**src/rtl/elevator_pkg.sv**
```systemverilog
// Shared types and default constants for the elevator motion controller.
// Optional door-hold input is enabled by defining DOOR_HOLD_EN.
package elevator_pkg;

  typedef enum logic [1:0] {
    StIdle,
    StMove,
    StDoor
  } state_e;

  localparam int unsigned DefFloors     = 8;
  localparam int unsigned DefFloorW     = 3;
  localparam int unsigned DefStepCycles = 4;
  localparam int unsigned DefDoorCycles = 8;

  // Asserted level of up, down and call_n.
  localparam logic ActiveLow = 1'b0;

endpackage

```
**src/rtl/call_scheduler.sv**
```systemverilog
// SCAN helper: classifies latched calls relative to the cabin floor and the
// current travel direction.
module call_scheduler #(
  parameter int unsigned FLOORS  = 8,
  parameter int unsigned FLOOR_W = 3
) (
  input  logic [FLOORS-1:0]  pending_i,
  input  logic [FLOOR_W-1:0] cur_floor_i,
  input  logic               dir_up_i,
  output logic               here_o,
  output logic               ahead_o,
  output logic               behind_o
);

  logic above;
  logic below;

  always_comb begin
    above = 1'b0;
    below = 1'b0;
    for (int unsigned i = 0; i < FLOORS; i++) begin
      if (pending_i[i]) begin
        if (i > 32'(cur_floor_i)) begin
          above = 1'b1;
        end else if (i < 32'(cur_floor_i)) begin
          below = 1'b1;
        end
      end
    end
  end

  assign here_o   = pending_i[cur_floor_i];
  assign ahead_o  = dir_up_i ? above : below;
  assign behind_o = dir_up_i ? below : above;

endmodule

```
**src/rtl/elevator_motion_ctrl.sv**
```systemverilog
// SCAN elevator controller driving an external up/down floor counter.
// Define DOOR_HOLD_EN to add the door_hold_n input that holds the door open.
module elevator_motion_ctrl
  import elevator_pkg::*;
#(
  parameter int unsigned FLOORS      = DefFloors,
  parameter int unsigned FLOOR_W     = DefFloorW,
  parameter int unsigned STEP_CYCLES = DefStepCycles,
  parameter int unsigned DOOR_CYCLES = DefDoorCycles
) (
  input  logic               clk,
  input  logic               reset,
  input  logic [FLOORS-1:0]  call_n,
  input  logic               P,
`ifdef DOOR_HOLD_EN
  input  logic               door_hold_n,
`endif
  output logic               up,
  output logic               down,
  output logic [FLOOR_W-1:0] cur_floor,
  output logic               dir_up,
  output logic               moving,
  output logic               door_open,
  output logic [FLOORS-1:0]  pending
);

  localparam int unsigned StepW = (STEP_CYCLES > 1) ? $clog2(STEP_CYCLES) : 1;
  localparam int unsigned DoorW = (DOOR_CYCLES > 1) ? $clog2(DOOR_CYCLES) : 1;
  localparam logic [StepW-1:0]   StepLast = StepW'(STEP_CYCLES - 1);
  localparam logic [DoorW-1:0]   DoorLast = DoorW'(DOOR_CYCLES - 1);
  localparam logic [FLOOR_W-1:0] TopFloor = FLOOR_W'(FLOORS - 1);

  state_e             state_q, state_d;
  logic [FLOOR_W-1:0] floor_q, floor_d;
  logic               dir_q, dir_d;
  logic [FLOORS-1:0]  pending_q, pending_d;
  logic [StepW-1:0]   step_q, step_d;
  logic [DoorW-1:0]   door_q, door_d;
  logic               up_q, up_d;
  logic               down_q, down_d;

  logic [FLOORS-1:0]  calls_in;
  logic               door_hold;
  logic               step_term;
  logic               step_ok;
  logic [FLOOR_W-1:0] floor_step;
  logic [FLOOR_W-1:0] sched_floor;
  logic               here;
  logic               ahead;
  logic               behind;

  always_comb begin
    calls_in = '0;
    for (int unsigned i = 0; i < FLOORS; i++) begin
      calls_in[i] = (call_n[i] == ActiveLow);
    end
  end

`ifdef DOOR_HOLD_EN
  assign door_hold = (door_hold_n == ActiveLow);
`else
  assign door_hold = 1'b0;
`endif

  assign step_term  = (step_q == StepLast);
  assign step_ok    = dir_q ? (floor_q != TopFloor) : (floor_q != '0);
  assign floor_step = dir_q ? (floor_q + 1'b1) : (floor_q - 1'b1);
  // Post-step SCAN decisions look at the floor the cabin is arriving at.
  assign sched_floor = (state_q == StMove && step_term && step_ok) ? floor_step : floor_q;

  call_scheduler #(
    .FLOORS  (FLOORS),
    .FLOOR_W (FLOOR_W)
  ) u_call_scheduler (
    .pending_i   (pending_q),
    .cur_floor_i (sched_floor),
    .dir_up_i    (dir_q),
    .here_o      (here),
    .ahead_o     (ahead),
    .behind_o    (behind)
  );

  always_comb begin
    state_d   = state_q;
    floor_d   = floor_q;
    dir_d     = dir_q;
    step_d    = step_q;
    door_d    = door_q;
    up_d      = ~ActiveLow;
    down_d    = ~ActiveLow;
    pending_d = pending_q | calls_in;

    if (!P) begin
      unique case (state_q)
        StIdle: begin
          if (here) begin
            state_d = StDoor;
            door_d  = '0;
          end else if (ahead) begin
            state_d = StMove;
            step_d  = '0;
          end else if (behind) begin
            state_d = StMove;
            step_d  = '0;
            dir_d   = ~dir_q;
          end
        end
        StMove: begin
          if (step_term) begin
            step_d = '0;
            if (step_ok) begin
              floor_d = floor_step;
              if (dir_q) begin
                up_d = ActiveLow;
              end else begin
                down_d = ActiveLow;
              end
            end
            if (here) begin
              state_d = StDoor;
              door_d  = '0;
            end else if (!ahead) begin
              if (behind) begin
                dir_d = ~dir_q;
              end else begin
                state_d = StIdle;
              end
            end
          end else begin
            step_d = step_q + 1'b1;
          end
        end
        StDoor: begin
          // A fresh call at this floor keeps the door open a full period.
          if (door_hold || calls_in[floor_q]) begin
            door_d = '0;
          end else if (door_q == DoorLast) begin
            state_d = StIdle;
          end else begin
            door_d = door_q + 1'b1;
          end
        end
        default: state_d = StIdle;
      endcase
    end

    if (state_d == StDoor) begin
      pending_d[floor_d] = 1'b0;
    end
  end

  always_ff @(posedge clk or negedge reset) begin
    if (!reset) begin
      state_q   <= StIdle;
      floor_q   <= '0;
      dir_q     <= 1'b1;
      pending_q <= '0;
      step_q    <= '0;
      door_q    <= '0;
      up_q      <= ~ActiveLow;
      down_q    <= ~ActiveLow;
    end else begin
      state_q   <= state_d;
      floor_q   <= floor_d;
      dir_q     <= dir_d;
      pending_q <= pending_d;
      step_q    <= step_d;
      door_q    <= door_d;
      up_q      <= up_d;
      down_q    <= down_d;
    end
  end

  assign up        = up_q;
  assign down      = down_q;
  assign cur_floor = floor_q;
  assign dir_up    = dir_q;
  assign moving    = (state_q == StMove);
  assign door_open = (state_q == StDoor);
  assign pending   = pending_q;

endmodule

```
**config.mk**
```make
export PLATFORM = sky130hd
export DESIGN_NAME = elevator_motion_ctrl
export DESIGN_NICKNAME = d
export VERILOG_FILES = /design/src/rtl/elevator_pkg.sv /design/src/rtl/call_scheduler.sv /design/src/rtl/elevator_motion_ctrl.sv
export SDC_FILE = /design/constraint.sdc
export NUM_CORES = 1
export LEC_CHECK = 0
export CORE_UTILIZATION = 48
export CTS_CLUSTER_DIAMETER = 150
export DETAILED_ROUTE_END_ITERATION = 12
export GPL_ROUTABILITY_DRIVEN = 0
export GPL_TIMING_DRIVEN = 0
export HOLD_SLACK_MARGIN = 0.15
export PLACE_DENSITY = 0.79
export SYNTH_ARGS = -nofsm -noshare
export SYNTH_HDL_FRONTEND = slang
export SYNTH_SLANG_ARGS = --single-unit
export TNS_END_PERCENT = 1
```
**constraint.sdc**
```tcl
create_clock -name clk -period 3.1 [get_ports clk]
set_input_delay 0.31 -clock clk [delete_from_list [all_inputs] [get_ports clk]]
set_output_delay 0.31 -clock clk [all_outputs]
set_load 0.01 [all_outputs]
```
# Word-level counts from Yosys, hierarchy flattened
# Cells that the tools add are included.
# Widths: inputs -> output; s select.
[totals] ff_bits=21
[classes] add_sub_neg=4 order_cmp=18 n_eq_ne=10 mux=86 bitwise=13 n_reduce_logical=10
[ops] op="$mux 1" n=54
[ops] op="$mux 3" n=10
[ops] op="$mux 2" n=14
[ops] op="$gt 3x3->1 const A" n=4
[ops] op="$lt 3x4->1 const B" n=3
[ops] op="$not 1->1" n=10
[ops] op="$lt 3x3->1 const A" n=3
[ops] op="$ne 3x3->1 const B" n=3
[ops] op="$pmux 3 s3" n=1
[ops] op="$and 8x8->8" n=1
[ops] op="$mux 8" n=1
[ops] op="$not 8->8" n=1
[ops] op="$or 8x8->8" n=1
[ops] op="$reduce_and 4->1" n=2
[ops] op="$add 3x1->3 const B" n=2
[ops] op="$bmux 1 s3" n=2
[ops] op="$eq 2x2->1 const B" n=3
[ops] op="$gt 2x3->1 const A" n=2
[ops] op="$lt 1x3->1 const A" n=2
[ops] op="$lt 2x3->1 const A" n=2
[ops] op="$pmux 2 s3" n=1
[ops] op="$reduce_bool 3->1" n=2
[ops] op="$pmux 2 s2" n=1
[ops] op="$demux 1 s3" n=1
[ops] op="other kinds (13)" n=15

# Longest topological paths before layout
[logic_depth] word_depth=34 depth_mapped=12

# Hierarchy
# A second synthesis with hierarchy kept.
[unflattened] cells_unflattened=171 area_unflattened_um2=1667.8
[by_module_without_submodules] module="elevator_motion_ctrl" instances=1 cells_each=146 area_per_inst_um2=1445.1 seq_area_each_um2=529.3
[by_module_without_submodules] module="call_scheduler" instances=1 cells_each=25 area_per_inst_um2=222.7 seq_area_each_um2=0.0

# Least setup slack after synthesis
# OpenSTA, ideal clock, no wires.
[synth_timing] kind="register -> register" start="reg floor_q[0] (netlist: cur_floor[0])" end="reg pending_q[4] (netlist: pending[4])" setup_time_ps=88 t_arrival_ps=3023 slack_ps=-11 stages_incl_launch_ff=12 path_buffers=2 synth_period_minus_slack_ps=3111 path_cell_list="dfrtp_1 > clkbuf_1 > inv_1 > fa_1 > nor4bb_1 > o22ai_1 > nor2_2 > mux2i_1 > mux2_2 > a221o_1 > buf_6 > a41oi_1"
[synth_between] elab_chain_len=34
[synth_lines] item="from (decl)" line_no="elevator_motion_ctrl.sv:34" rtl="logic [FLOOR_W-1:0] floor_q, floor_d;"
[synth_lines] item="from (signal assigned)" line_no="elevator_motion_ctrl.sv:164" rtl="floor_q <= floor_d;"
[synth_lines] item="branches (longest 33 deep; another with $sub 3x1->3)"
[synth_lines] item="$mux 8 *" line_no="elevator_motion_ctrl.sv:147" rtl="if (state_d == StDoor) begin"
[synth_lines] item="named net pending_d[4]" line_no="elevator_motion_ctrl.sv:36" rtl="logic [FLOORS-1:0] pending_q, pending_d;"
[synth_lines] item="to (signal assigned)" line_no="elevator_motion_ctrl.sv:166" rtl="pending_q <= pending_d;"
[synth_lines] item="to (decl)" line_no="elevator_motion_ctrl.sv:36"
# Mark *: on every way through the listed nets, which the timed path passes. The select of a mux whose other input is x is not followed.
# A chain may end at the register's enable or synchronous reset.

# Worst setup path in the final report
[layout_timing] start="reg floor_q[0] (netlist: cur_floor[0])" end="reg pending_q[7] (netlist: pending[7])"
# The elaborated chain is that of the path after synthesis.

==> impl_results.md <==
- Synthesized area: ~0.0016 sq mm
- Switching pwr: 0.377 mW
- Placed cells: ~250
- Total Neg Setup Slack: 0 ns
- DRT antenna net count: 0
- CP bufs+invs: 3
- Vias: 1614
- Most numerous cell in the Yosys netlist: dfrtp_1
- Max-slew violations: 0
- Die Ht: around 60 microns
- Diodes inserted: 0
- Hold_ws: 0.517 ns
- Int Power: 0.602 mW
- Yosys top cell area share: 0.277
- Wire per inst: 17.0 microns
- CTS buffer count: 3
- Area added between synthesis and finish: 30.6%
- Synthesized flop and latch total: 21
- Reg2reg setup slack: 0.07 ns
- R2r startpoint: cur_floor[0]
- Most frequent CP cell: buf_6
- Arr. time, crit path: roughly 3.3 ns
- Vias per cell: 6.14
- Crit path depth: 11
- Initial antenna violation count: 0
- Sequential share of the synthesized area: 0.326
- Leak: 0.858 nW
- Total gr overflow: 0
- Reg2reg path depth: 11
- Total Wirelength: 4.48 mm
- Syn. warnings: 0
- Clock buffer depth: 2
- Maximum fanout along the worst path: 8
- Final Power: between 0.9 and 1 mW
- Buffers on Ports: 26
- Avg Cell Area, Syn: 8.98 sq um
- Synth area leaders: dfrtp_1 28%, mux2i_1 5.5%, dfstp_2 4.8%
- CTS Sinks: 21
- Worst hold path class: input port to async pin
- Most used DFF post-synth: dfrtp_1
- Reg-to-reg critical path endpoint: pending[7]
- I/O pin count: 27
- Final Skew: 0.00124 ns
- CTS tree: built
- Sequential share of power: 0.381
- Final hold violations: 0
- WP data required: 3.34 ns
- CP startpoint kind: flop
- Row Count: 20
- Layout cells sized above 1: 0.215
- GRT Total Usage: 0.261
- Clk pin slew, worst setup/hold paths: 0.12 ns
- Synthesized Nets: 196
- Core Util, Final: 0.679
- Post-synth EDFFs: 0
- Final setup fails: 0
- Post-synth ARST share: 1.00
- Period utilization: 0.977
- CTS H-tree lvls: 1
- Relative slew margins: 0.347
- Fin crit period: between 3 and 4 ns
- Finished Layout Cells: about 260
- Kind of critical path: flop to flop
- First-pass GRT wire length: approximately 7 mm
- Clk_lat worst skew: 0.32 ns
- Core area: roughly 0.0031 sq mm
- Clock power share: 0.142
- Clock Tree Root: clkbuf_4
- CP max stage delay: 0.47 ns
- Width of the die: 60.2 microns
- Crit. End Element: flop
- Drt pass-1 iters: 4
- Worst path cell trace: buf_6 -> inv_6 -> fa_2 -> nor4bb_2 -> o22ai_2 -> nor2_4 -> mux2i_1 -> mux2_4 -> a221o_1 -> buf_6 -> a32oi_1
- Max Cap Violations: 0
- # nets final: 235
- 1st-iter DRT viols: between 100 and 150
- Sw Ratio: 0.385
- Detailed placement HPWL: 3.10 mm
- Unique masters post-synth: 53
- Crit-path slowest cell: fa_2
- Initial core utilization: 0.520
- Status: complete, no violations
- Yosys top cell by area: dfrtp_1
- VDD IR max: 385 uV
- DRC Markers: 0
- Vias in the first global route: about 1500
- Post-synthesis cell count: about 180
- Combinational share of power: 0.477
- Full die area: between 0.003 and 0.004 sq mm
- Pin count of the biggest net entering global routing: 22
- Max Fclk: approximately 330 MHz
- CP delay by family, top: compound AO/OA/AOI/OAI gates
- Most frequent cells after synthesis: 18 x dfrtp_1, 15 x nor2_1, 12 x inv_1, 10 x a21oi_1
- Power per cell area: 461 mW/mm^2
- Worst Tran Pin Value: 0.977 ns
[cell families (layout without fill, tap and decap cells)]
family | after synthesis | after routing | synth area share
simple gates | 60 | 60 | 0.196
compound gates | 59 | 59 | 0.273
buf+inv | 23 | 61 | 0.0654
flops | 21 | 21 | 0.326
mux | 14 | 14 | 0.104
fa+ha+maj | 4 | 4 | 0.0354
[stage by stage]
stage,area [sq um],worst slack (ns)
final,2120,0.0710
after detailed placement,1940,-0.301
after global placement,1940,-0.264
after floorplan,1630,0.0580
after CTS,2000,0.00634
after global routing,2120,-0.0182
[how the worst max path moves through the flow]
stage                            start         end
after floorplan           cur_floor[0]  pending[4]
after global placement    cur_floor[0]   step_q[1]
after detailed placement  cur_floor[0]   step_q[1]
after CTS                    step_q[0]  pending[7]
after global routing      cur_floor[0]  pending[4]
final                     cur_floor[0]  pending[7]
[power groups by stage]
stage	combinational [mW]	clock, mW	sequential (mW)
floorplan	0.264	0	0.370
global placement	0.379	0	0.373
detailed placement	0.391	0	0.377
CTS	0.403	0.138	0.374
global route	0.504	0.146	0.382
finish	0.467	0.140	0.373
[placed cells by master (no fill, tap or decap), drive strengths merged, types with 3 or more instances in the layout]
cell type	count
a211oi	3
mux2i	9
clkdlybuf4s50	26
nand2b	3
clkbuf	6
nor3	5
o21ai	8
a41oi	5
nor2b	9
mux2	3
dfstp	3
a32oi	3
nor2	16
buf	17
nand2	9
nand3	5
a221o	3
ha	3
dfrtp	18
a21oi	10
inv	12
o22ai	4
[per-layer routing]
| layer | global-route usage | routed length, microns |
|---|---|---|
| met4 | 0.0864 | 63 |
| met2 | 0.414 | 2170 |
| met1 | 0.373 | 2030 |
| met3 | 0.0195 | 223 |
| met5 | 0 | 0 |
[cell type report]
class,instances,area (sq um)
Multi-Input combinational cell,137,1070
Fill cell,259,1000
Sequential cell,21,531
Timing Repair Buffer,35,325
Buffer,10,67.6
Tap cell,44,55.1
Inverter,12,50.0
Clock buffer,4,26.3
[state kept, by name, summed over array words and instances, names as in the netlist]
| register | flops |
|---|---|
| down | 1 |
| cur_floor | 3 |
| dir_up | 1 |
| step_q | 2 |
| pending | 8 |
| state_q | 2 |
| door_q | 3 |
| up | 1 |
[what timing repair did]
item	CTS	global route
gates resized for setup	9	18
cloned	0	1
setup endpoints to repair	16	11
buffers inserted	0	8
hold buffers	0	0
pin swaps	1	8
Power figures use the tool's default switching activity.
